--- config.mk ---
export PLATFORM = sky130hd
export DESIGN_NAME = wav_writer
export DESIGN_NICKNAME = d
export VERILOG_FILES = /design/src/rtl/wav_writer.sv
export SDC_FILE = /design/constraint.sdc
export NUM_CORES = 1
export LEC_CHECK = 0
export BUFFER_PORTS_ARGS = -buffer_cell sky130_fd_sc_hd__buf_2
export CAP_MARGIN = 20
export CORE_AREA = 2 2 213 215
export CTS_CLUSTER_SIZE = 10
export DETAILED_ROUTE_END_ITERATION = 8
export DIE_AREA = 0 0 215 217
export PLACE_DENSITY = 0.75
export RECOVER_POWER = 25
export SLEW_MARGIN = 5
export SYNTH_ARGS = -nofsm -noshare
export SYNTH_HDL_FRONTEND = slang
export SYNTH_SLANG_ARGS = --single-unit
--- constraint.sdc ---
create_clock -name clk -period 9.6 [get_ports clk]
set_clock_uncertainty 0.2 [all_clocks]
set_input_delay 1.44 -clock clk [delete_from_list [all_inputs] [get_ports clk]]
set_output_delay 1.44 -clock clk [all_outputs]
set_load 0.1 [all_outputs]
--- src/rtl/wav_writer.sv ---
// Streams a 44-byte PCM WAV header followed by the sample payload as 16-bit words.
// Optional config checking (channel count, bit depth) is enabled by defining WAV_WRITER_CHECK_EN.
module wav_writer (
  input  logic        clk,
  input  logic        rst,
  input  logic        start,
  input  logic [1:0]  channel_len,
  input  logic [31:0] sample_rate,
  input  logic [15:0] sample_bits_per,
  input  logic [31:0] data_size,
  input  logic        in_valid,
  output logic        in_ready,
  input  logic [15:0] in_data,
  output logic        out_valid,
  input  logic        out_ready,
  output logic [15:0] out_data,
  output logic        busy,
  output logic        done,
  output logic        error
);

  typedef enum logic [2:0] {
    S_IDLE, S_CALC, S_HDR, S_DATA, S_FIN, S_ERROR
  } state_t;

  localparam logic [4:0] LAST_HDR = 5'd21;

  state_t      state_q, state_d;
  logic [1:0]  ch_q;
  logic [31:0] sr_q;
  logic [15:0] bits_q;
  logic [31:0] ds_q;
  logic [15:0] ba_q;
  logic [31:0] br_q;
  logic [31:0] rem_q;
  logic [4:0]  idx_q;
  logic [15:0] out_data_q;
  logic        out_valid_q;
  logic        done_q;

  logic [17:0] prod;
  logic [15:0] ba_calc;
  logic [31:0] br_calc;
  logic        cfg_bad;

  // Little-endian byte pair packed big-end first into the output word.
  function automatic logic [15:0] le16(input logic [15:0] v);
    return {v[7:0], v[15:8]};
  endfunction

  function automatic logic [15:0] hdr_word(
    input logic [4:0]  idx,
    input logic [1:0]  ch,
    input logic [31:0] sr,
    input logic [15:0] bits,
    input logic [31:0] ds,
    input logic [15:0] ba,
    input logic [31:0] br
  );
    logic [31:0] riff;
    riff = ds + 32'd36;
    case (idx)
      5'd0:  return 16'h5249;
      5'd1:  return 16'h4646;
      5'd2:  return le16(riff[15:0]);
      5'd3:  return le16(riff[31:16]);
      5'd4:  return 16'h5741;
      5'd5:  return 16'h5645;
      5'd6:  return 16'h666D;
      5'd7:  return 16'h7420;
      5'd8:  return 16'h1000;
      5'd9:  return 16'h0000;
      5'd10: return 16'h0100;
      5'd11: return le16({14'd0, ch});
      5'd12: return le16(sr[15:0]);
      5'd13: return le16(sr[31:16]);
      5'd14: return le16(br[15:0]);
      5'd15: return le16(br[31:16]);
      5'd16: return le16(ba);
      5'd17: return le16(bits);
      5'd18: return 16'h6461;
      5'd19: return 16'h7461;
      5'd20: return le16(ds[15:0]);
      5'd21: return le16(ds[31:16]);
      default: return 16'h0000;
    endcase
  endfunction

  assign prod    = 18'(ch_q) * 18'(bits_q);
  assign ba_calc = 16'(prod >> 3);
  assign br_calc = sr_q * {16'd0, ba_calc};

`ifdef WAV_WRITER_CHECK_EN
  assign cfg_bad = (channel_len == 2'd0) ||
                   !((sample_bits_per == 16'd8)  || (sample_bits_per == 16'd16) ||
                     (sample_bits_per == 16'd24) || (sample_bits_per == 16'd32));
`else
  assign cfg_bad = 1'b0;
`endif

  always_ff @(posedge clk or posedge rst) begin
    if (rst) state_q <= S_IDLE;
    else     state_q <= state_d;
  end

  always_comb begin
    state_d = state_q;
    case (state_q)
      S_IDLE:  if (start) state_d = cfg_bad ? S_ERROR : S_CALC;
      S_CALC:  state_d = S_HDR;
      S_HDR:   if (out_ready && (idx_q == LAST_HDR))
                 state_d = (ds_q == 32'd0) ? S_FIN : S_DATA;
      S_DATA:  if (in_valid && in_ready && (rem_q == 32'd1)) state_d = S_FIN;
      S_FIN:   if (!out_valid_q || out_ready) state_d = S_IDLE;
      S_ERROR: state_d = S_ERROR;
      default: state_d = S_IDLE;
    endcase
  end

  // Config latch, derived fields and the single output register.
  always_ff @(posedge clk or posedge rst) begin
    if (rst) begin
      ch_q        <= '0;
      sr_q        <= '0;
      bits_q      <= '0;
      ds_q        <= '0;
      ba_q        <= '0;
      br_q        <= '0;
      rem_q       <= '0;
      idx_q       <= '0;
      out_data_q  <= '0;
      out_valid_q <= 1'b0;
      done_q      <= 1'b0;
    end else begin
      done_q <= 1'b0;
      case (state_q)
        S_IDLE: begin
          if (start) begin
            ch_q   <= channel_len;
            sr_q   <= sample_rate;
            bits_q <= sample_bits_per;
            ds_q   <= data_size;
          end
        end
        S_CALC: begin
          ba_q        <= ba_calc;
          br_q        <= br_calc;
          rem_q       <= (ds_q >> 1) + {31'd0, ds_q[0]};
          idx_q       <= 5'd0;
          out_data_q  <= 16'h5249;
          out_valid_q <= 1'b1;
        end
        S_HDR: begin
          if (out_ready) begin
            if (idx_q == LAST_HDR) begin
              out_valid_q <= 1'b0;
            end else begin
              idx_q      <= idx_q + 5'd1;
              out_data_q <= hdr_word(idx_q + 5'd1, ch_q, sr_q, bits_q, ds_q, ba_q, br_q);
            end
          end
        end
        S_DATA: begin
          if (in_valid && in_ready) begin
            out_data_q  <= in_data;
            out_valid_q <= 1'b1;
            rem_q       <= rem_q - 32'd1;
          end else if (out_ready) begin
            out_valid_q <= 1'b0;
          end
        end
        S_FIN: begin
          if (!out_valid_q || out_ready) begin
            out_valid_q <= 1'b0;
            done_q      <= 1'b1;
          end
        end
        default: out_valid_q <= 1'b0;
      endcase
    end
  end

  assign in_ready  = (state_q == S_DATA) && (!out_valid_q || out_ready);
  assign out_valid = out_valid_q;
  assign out_data  = out_data_q;
  assign done      = done_q;
  assign busy      = (state_q == S_CALC) || (state_q == S_HDR) ||
                     (state_q == S_DATA) || (state_q == S_FIN);
`ifdef WAV_WRITER_CHECK_EN
  assign error = (state_q == S_ERROR);
`else
  assign error = 1'b0;
`endif

endmodule

Word level (Yosys, flattened, before mapping). Index checks and enable logic that the tools add are counted.

Register bits after elaboration: 187. Input port bits: 103. Logic and storage cells: 100. Output and inout bits: 21.

Multiply operators: 2. Mux-type cells: 24. Add/sub/neg operators: 4. Eq/ne operators: 36. Reduce and logical (&&, ||, !) cells: 21. Bitwise operators: 1.

Operator list (number): case mux 16 bit (21 select lines) (1); case mux 32 bit (2 select lines) (1); two-way mux 16 bit (3); case mux 16 bit (3 select lines) (1); equality test 5 x 4 -> 1 bit (second input constant) (7); equality test 5 bit (second input constant) (7); adder 31 x 1 -> 32 bit (1); adder 32 x 6 -> 32 bit (second input constant) (1); equality test 32 x 1 -> 1 bit (second input constant) (1); zero test 32 bit (1); multiplier 32 x 15 -> 32 bit (1); two-way mux 32 bit (1); subtractor 32 x 1 -> 32 bit (second input constant) (1); equality test 5 x 3 -> 1 bit (second input constant) (4); multiplier 2 x 16 -> 18 bit (1); case mux 3 bit (6 select lines) (1); inequality test 2 bit (second input constant) (8); two-way mux 3 bit (5); equality test 5 x 2 -> 1 bit (second input constant) (2); two-way mux 5 bit (2); case mux 5 bit (2 select lines) (1); AND reduction 4 bit (2); two-way mux 1 bit (7); equality test 3 x 2 -> 1 bit (second input constant) (2); 17 further kinds (26).

Depth between registers and ports, before layout. Gate-level depths: netlist of the first run.

Word-level depth: 7. Depth in mapped cells: 38. Gate-level depth less buffers: 36.

Worst setup path before layout of the first run. Ideal clock, no wire load.

Path kind: register to register. Start: register ch_q[0]. End: register br_q[31]. Path slack: 0.914 ns. Cell stages (with the launch flop): 35. Period minus slack after synthesis: 8.686 ns. Buffers on the path: 1. Arrival: 8.351 ns. Path through: dfrtp_1 and2_1 ha_1 and2_1 a32o_2 o21ba_2 a31o_4 a311oi_2 nor2b_1 nor2_1 nor2_1 nor2_1 clkbuf_1 nand2_1 fa_1 fa_1 inv_1 fa_1 fa_1 fa_1 inv_1 fa_1 inv_1 ha_1 a21oi_1 o21ai_0 a221o_1 nand2_1 o2bb2ai_1 o21ai_0 a31o_2 xnor2_1 o22ai_1 a221oi_1 o211ai_1.

Longest elaborated chain between the ends: 2.

Ends and longest elaborated chain: from (decl) (line 29) `logic [1:0] ch_q;`; from (signal assigned) (line 139) `ch_q <= channel_len;`; multiplier 2 x 16 -> 18 bit (line 89) `assign prod = 18'(ch_q) * 18'(bits_q);`; multiplier 32 x 15 -> 32 bit (line 91) `assign br_calc = sr_q * {16'd0, ba_calc};`; to (signal assigned) (line 147) `br_q <= br_calc;`; to (decl) (line 34) `logic [31:0] br_q;`.

Every way passes these cells. A chain may end at the register's enable or synchronous reset.

Worst setup path in the final report of the first run.
Start: register ch_q[1]. End: register br_q[31].

The elaborated chain is that of the path after synthesis.

==> qor.txt, run 1 <==
Status: complete, but fails checks
Failing checks: max-capacitance violations, max-slew violations
CTS tree: done
Max_cap viols: 1
Startpoint types: flip-flop
Ys async rst share: 100%
Vias per cell: 5.93
Setup slack after layout: 0.431 ns
Number of synthesized flops with an enable pin: 0
Final std cells w/o fill: 3166
Hold_sp: ba_q[12]
Worst Setup End Kind: flip-flop
Worst-path fanout max: 19
Synth Area in Simple Gates: 19.1%
Die height: 217 um
Ports: 124
Post-synth top area share: 26.4%
Synthesis-to-finish area growth: 8.51%
Clock Tree Buf Depth: 2
Cell with the most instances on the worst path: fa_1
Global-route wire length before repair: 108000 um
Register area: 4680 um^2
Max Clock Freq: 109 MHz
Area contributors post-synth: fa_1 26%, dfrtp_1 21%, nand2_1 7.6%, inv_1 5.2%, and2_1 5.0%
Slew headroom: -257%
Initial Util: 49.1%
Slowest cell on crit path: fa_1
Post-Synthesis Cells: 2518
Routed WL per cell: 21.2 um
Total wire length: 67100 um
Die Width: 215 um
Hold Vio Cnt, Final: 0
Vias: 18785
YS warnings: 0
Post-place setup slack: -0.00826 ns
Htree depth: 4
Nets: 3029
Hold path depth: 2
Routed Antenna Nets: 0
Cell with the most instances after synthesis: nand2_1
Core Region: 44700 um^2
Post-synthesis compound-gate area fraction: 11.6%
Worst Max-Slew Pin Slew: 5.33 ns
Hold Crit Endpoint: ba_q[12]
Num rows: 78
Worst-path clk slew: 0.07 ns
Number of global-route vias before repair: 19811
Dpl hpwl: 51500 um
Largest family of logic cells by synthesized area: adder cells
Die area: 46700 um^2
Yosys reg bits: 187
Worst EP required: 9.72 ns
Initial DRC Count: 1861
Worst reg2reg endpoint: br_q[31]
Mean area per synthesized cell: 8.72 um^2
Synth unique cells: 74
Syn_nets: 2995
Reg2Reg Setup Slack: 0.43 ns
Post-CTS Hold Buffers: 0
Multiplexer share of the synthesized area: 4.15%
Post-synthesis xor/xnor area fraction: 4.67%
Final setup fails: 0
Synth cell count leaders: 442 x nand2_1, 303 x inv_1, 289 x fa_1
Synth Flop Type: dfrtp_1
R2r startpoint: ch_q[1]
Area leader, netlist: fa_1
Dpl cells: 3127
Fillers: 4132
Sequential-to-total area share from yosys stat: 21.3%
Gpl congestion: 0.998
Worst hold path class: reg -> reg
Drt pass-1 iters: 8
Multi-input gate area in the final layout: 15600 um^2
Total track usage: 29.6%
CTS Buf Count: 17
Remaining Overflow, GRT: 0
Largest net degree at the start of global routing: 122
Post-synthesis adder-cell area fraction: 31.2%
PortBufs: 122
Number of max-slew violations in the final report: 122
Final critical-path required period: 9.17 ns
Clk_lat worst skew: 0.47 ns
# DRC: 0
Worst-case reg-to-reg path depth: 35
Critical Path AT: 9.29 ns
Crit path largest cell delay: 0.54 ns
Fin crit share: 95.5%
Share of post-route cells with drive strength above 1: 12.6%
Initial antenna violation count: 0
Clock Sinks: 187
Mapped cell area: 22000 um^2
CTS Root Cell: clkbuf_16
Critical path class: reg -> reg
## metal layers
| metal | up-vias | GRT usage [%] | part of all wire (%) |
|---|---|---|---|
| met5 | - | 0 | 0 |
| met4 | 0 | 13.4 | 4.6 |
| met3 | 193 | 5.21 | 8.7 |
| met2 | 965 | 47.5 | 46 |
| met1 | 9427 | 39.5 | 40 |
| li1 | 8200 | - | - |
## how the worst max path moves through the flow
stage,startpoint,end,slack (ns),depth (start not counted)
finish,ch_q[1],br_q[31],0.43,35
global route,ch_q[0],br_q[24],-0.04,35
CTS,ch_q[0],br_q[30],0.03,34
detailed placement,ch_q[0],br_q[30],-0.008,34
global placement,ch_q[0],br_q[30],0.44,35
floorplan,ch_q[0],br_q[31],0.91,34
## registers in the layout, indices dropped and copies added, names as in the netlist
register	count
ch_q	2
state_q	3
ds_q	32
out_data	16
sr_q	32
idx_q	5
ba_q	15
rem_q	32
out_valid	1
bits_q	16
done	1
br_q	32
## cell type report
class	count	area share, %
Antenna cell	1	0.0105
Tap cell	600	3.15
Timing Repair Buffer	172	4.22
Sequential cell	187	19.7
Inverter	304	4.80
Clock buffer	19	1.82
Clock inverter	13	0.678
Multi-Input combinational cell	1870	65.7
## cells in the final DEF (no fill, tap or decap), types with 20 or more instances in the layout
| cell | Yosys | routed |
|---|---|---|
| a21oi_1 | 97 | 97 |
| xor2_1 | 49 | 47 |
| a221oi_1 | 21 | 21 |
| and2_1 | 174 | 173 |
| o21ai_0 | 121 | 119 |
| ha_1 | 85 | 83 |
| a21o_1 | 20 | 20 |
| xnor2_1 | 57 | 53 |
| nor3_1 | 34 | 34 |
| nor2_1 | 119 | 117 |
| nand2_1 | 442 | 442 |
| buf_4 | 1 | 47 |
| dfrtp_1 | 187 | 185 |
| nand3_1 | 49 | 49 |
| a22oi_1 | 23 | 23 |
| mux2_2 | 80 | 80 |
| fa_1 | 289 | 289 |
| nand4_1 | 24 | 24 |
| inv_1 | 303 | 302 |
| buf_2 | 2 | 121 |
## stage by stage
stage / utilization (%) / area, um^2 / hold WS, ns / setup TNS [ns]
6_report: 53.3 / 23800 / 0.281 / 0
5_1_grt: 53.3 / 23800 / 0.301 / -0.0883
4_1_cts: 53.1 / 23700 / 0.281 / 0
3_5_place_dp: 51.8 / 23100 / 0.265 / -0.00826
3_3_place_gp: 51.8 / 23100 / 0.256 / 0
2_1_floorplan: - / 22000 / 0.238 / 0
## timing repair
item,CTS,global route
resized for setup,0,12
setup buffers,0,5
setup endpoints to repair,1,5
pin swaps,1,4
## cells by family (layout without fill, tap and decap cells)
group | count (synthesis) | count (layout)
multiplexers | 81 | 81
AND/OR/NAND/NOR | 906 | 906
AO/OA/AOI/OAI | 397 | 397
other | 1 | 2
buffers and inverters | 461 | 508
adder cells (fa/ha/maj) | 374 | 374
flip-flops | 187 | 187
XOR/XNOR | 111 | 111
## worst max-delay path, delay by kind of cell, from the launching register on
kind,cells,cell delay [ns]
AND/OR/NAND/NOR,7,0.99
XOR/XNOR,1,0.18
flip-flops,1,0.47
AO/OA/AOI/OAI,15,2.87
buffers and inverters,4,0.47
adder cells (fa/ha/maj),8,3.84
Power of run 1 is not shown: default switching activity piles up to over one toggle a cycle in this logic, so the estimate is an artifact.
==> run 2, diff against run 1 <==
Settings changed: CTS_BUF_LIST set to sky130_fd_sc_hd__clkbuf_16, RECOVER_POWER 25 to unset.
==> qor.txt, run 2 (synthesized netlist as in run 1, its figures left out) <==
Initial Util: 49.1% (unchanged)
Antenna Cells: 0 (-1)
Most common cell after layout, fill and taps aside: nand2_1
Startpoint types: flip-flop
Remaining Overflow, GRT: 0 (unchanged)
Worst Max-Slew Pin Slew: 1.06 ns (-4.27 ns)
Total wire length: 67000 um (-0.18%)
Worst-case reg-to-reg path depth: 35 (unchanged)
Fin crit share: 95.5% (about the same)
Final std cells w/o fill: 3165 (-0.032%)
Drt pass-1 iters: 9 (+1)
Global-route wire length before repair: 108000 um (unchanged)
Number of global-route vias before repair: 19811 (unchanged)
Crit path largest cell delay: 0.54 ns (about the same)
Routed Antenna Nets: 0 (unchanged)
Clock Sinks: 187 (unchanged)
Critical path class: reg -> reg
Die area: 46700 um^2 (unchanged)
Slowest cell on crit path: fa_1
Worst hold path class: reg -> reg
Clk_lat worst skew: 0.47 ns (about the same)
Post-CTS Hold Buffers: 0 (unchanged)
Initial antenna violation count: 0 (unchanged)
Reg2Reg Setup Slack: 0.44 ns (about the same)
Worst EP required: 9.72 ns (about the same)
Dpl hpwl: 51500 um (unchanged)
Most frequent cells in the layout: 442 x nand2_1, 304 x inv_1, 289 x fa_1, 185 x dfrtp_1, 173 x and2_1
Initial DRC Count: 1941 (+4.3%)
Synthesis-to-finish area growth: 8.53% (about the same)
Critical Path AT: 9.29 ns (about the same)
Register area: 4680 um^2 (unchanged)
Dpl cells: 3127 (unchanged)
Share of post-route cells with drive strength above 1: 12.6% (+0.039 points)
Clock Tree Buf Depth: 2 (unchanged)
Number of max-slew violations in the final report: 0 (-100%)
CTS Root Cell: clkbuf_16
Die height: 217 um (unchanged)
Routed WL per cell: 21.2 um (-0.15%)
Ports: 124 (unchanged)
Gpl congestion: 0.998 (unchanged)
Worst-path fanout max: 19 (unchanged)
Total track usage: 29.6% (unchanged)
Fillers: 4131 (-0.024%)
Core Region: 44700 um^2 (unchanged)
Vias: 18742 (-0.23%)
Final setup fails: 0 (unchanged)
Multi-input gate area in the final layout: 15600 um^2 (unchanged)
Nets: 3029 (unchanged)
Status: completed
Final critical-path required period: 9.16 ns (-0.00557 ns)
Largest net degree at the start of global routing: 122 (unchanged)
# DRC: 0 (unchanged)
Cell with the most instances on the worst path: fa_1
Num rows: 78 (unchanged)
CTS tree: done
Post-place setup slack: -0.00826 ns (unchanged)
Die Width: 215 um (unchanged)
Setup slack after layout: 0.436 ns (+0.00557 ns)
Vias per cell: 5.92 (-0.20%)
R2r startpoint: ch_q[1]
CTS Buf Count: 17 (unchanged)
Worst-path clk slew: 0.07 ns (about the same)
Worst Setup End Kind: flip-flop
Max_cap viols: 0 (-1)
Worst reg2reg endpoint: br_q[31]
Htree depth: 4 (unchanged)
Max Clock Freq: 109 MHz (about the same)
Slew headroom: 29.3% (+290 points)
PortBufs: 122 (unchanged)
Worst Setup EP: br_q[31]
Hold Vio Cnt, Final: 0 (unchanged)
CP startpoint: ch_q[1]
## run 2: layout make-up
class	count	area share (%)
flip-flops and latches	187	19.6
clock inverters	15	0.709
repair buffers	172	4.22
multi-input cells	1870	65.7
well taps	600	3.15
clock buffers	17	1.79
inverters	304	4.82
## run 2: what timing repair did
item | CTS | global route
pin swaps | 1 | 4
setup endpoints to repair | 1 | 5
gates resized for setup | 0 | 12
buffers inserted | 0 | 5
## run 2: metrics by stage
stage / hold WS [ns] / instance area [um^2] / utilization [%] / setup TNS, ns
after global routing: 0.301 / 23800 / 53.3 / -0.0883
after detailed placement: 0.265 / 23100 / 51.8 / -0.00826
after CTS: 0.281 / 23700 / 53.1 / 0
after floorplan: 0.238 / 22000 / - / 0
after global placement: 0.256 / 23100 / 51.8 / 0
final: 0.279 / 23800 / 53.3 / 0
## run 2: layer usage
metal | up-vias | global-route usage, % | wire length [um]
met1 | 9354 | 39.5 | 26900
met2 | 994 | 47.5 | 30900
met4 | 0 | 13.4 | 3110
li1 | 8193 | - | -
met3 | 201 | 5.21 | 6100
met5 | - | 0 | 0
## run 2: worst max-delay path, delay by kind of cell, from the launching register on
| family | cells | cell delay [ns] |
|---|---|---|
| XOR/XNOR | 1 | 0.18 |
| flip-flops | 1 | 0.47 |
| AND/OR/NAND/NOR | 7 | 0.98 |
| buffers and inverters | 4 | 0.46 |
| adder cells (fa/ha/maj) | 8 | 3.84 |
| AO/OA/AOI/OAI | 15 | 2.88 |
## run 2: how the worst min path moves through the flow
stage,start,to,slack (ns),depth (start not counted)
finish,out_data[5],out_data[5],0.28,2
global route,out_data[5],out_data[5],0.30,2
floorplan,br_q[0],br_q[0],0.24,2
detailed placement,ba_q[12],ba_q[12],0.26,2
CTS,ba_q[12],ba_q[12],0.28,2
global placement,out_data[11],out_data[11],0.26,2
Power of run 2 is left out for the same reason.
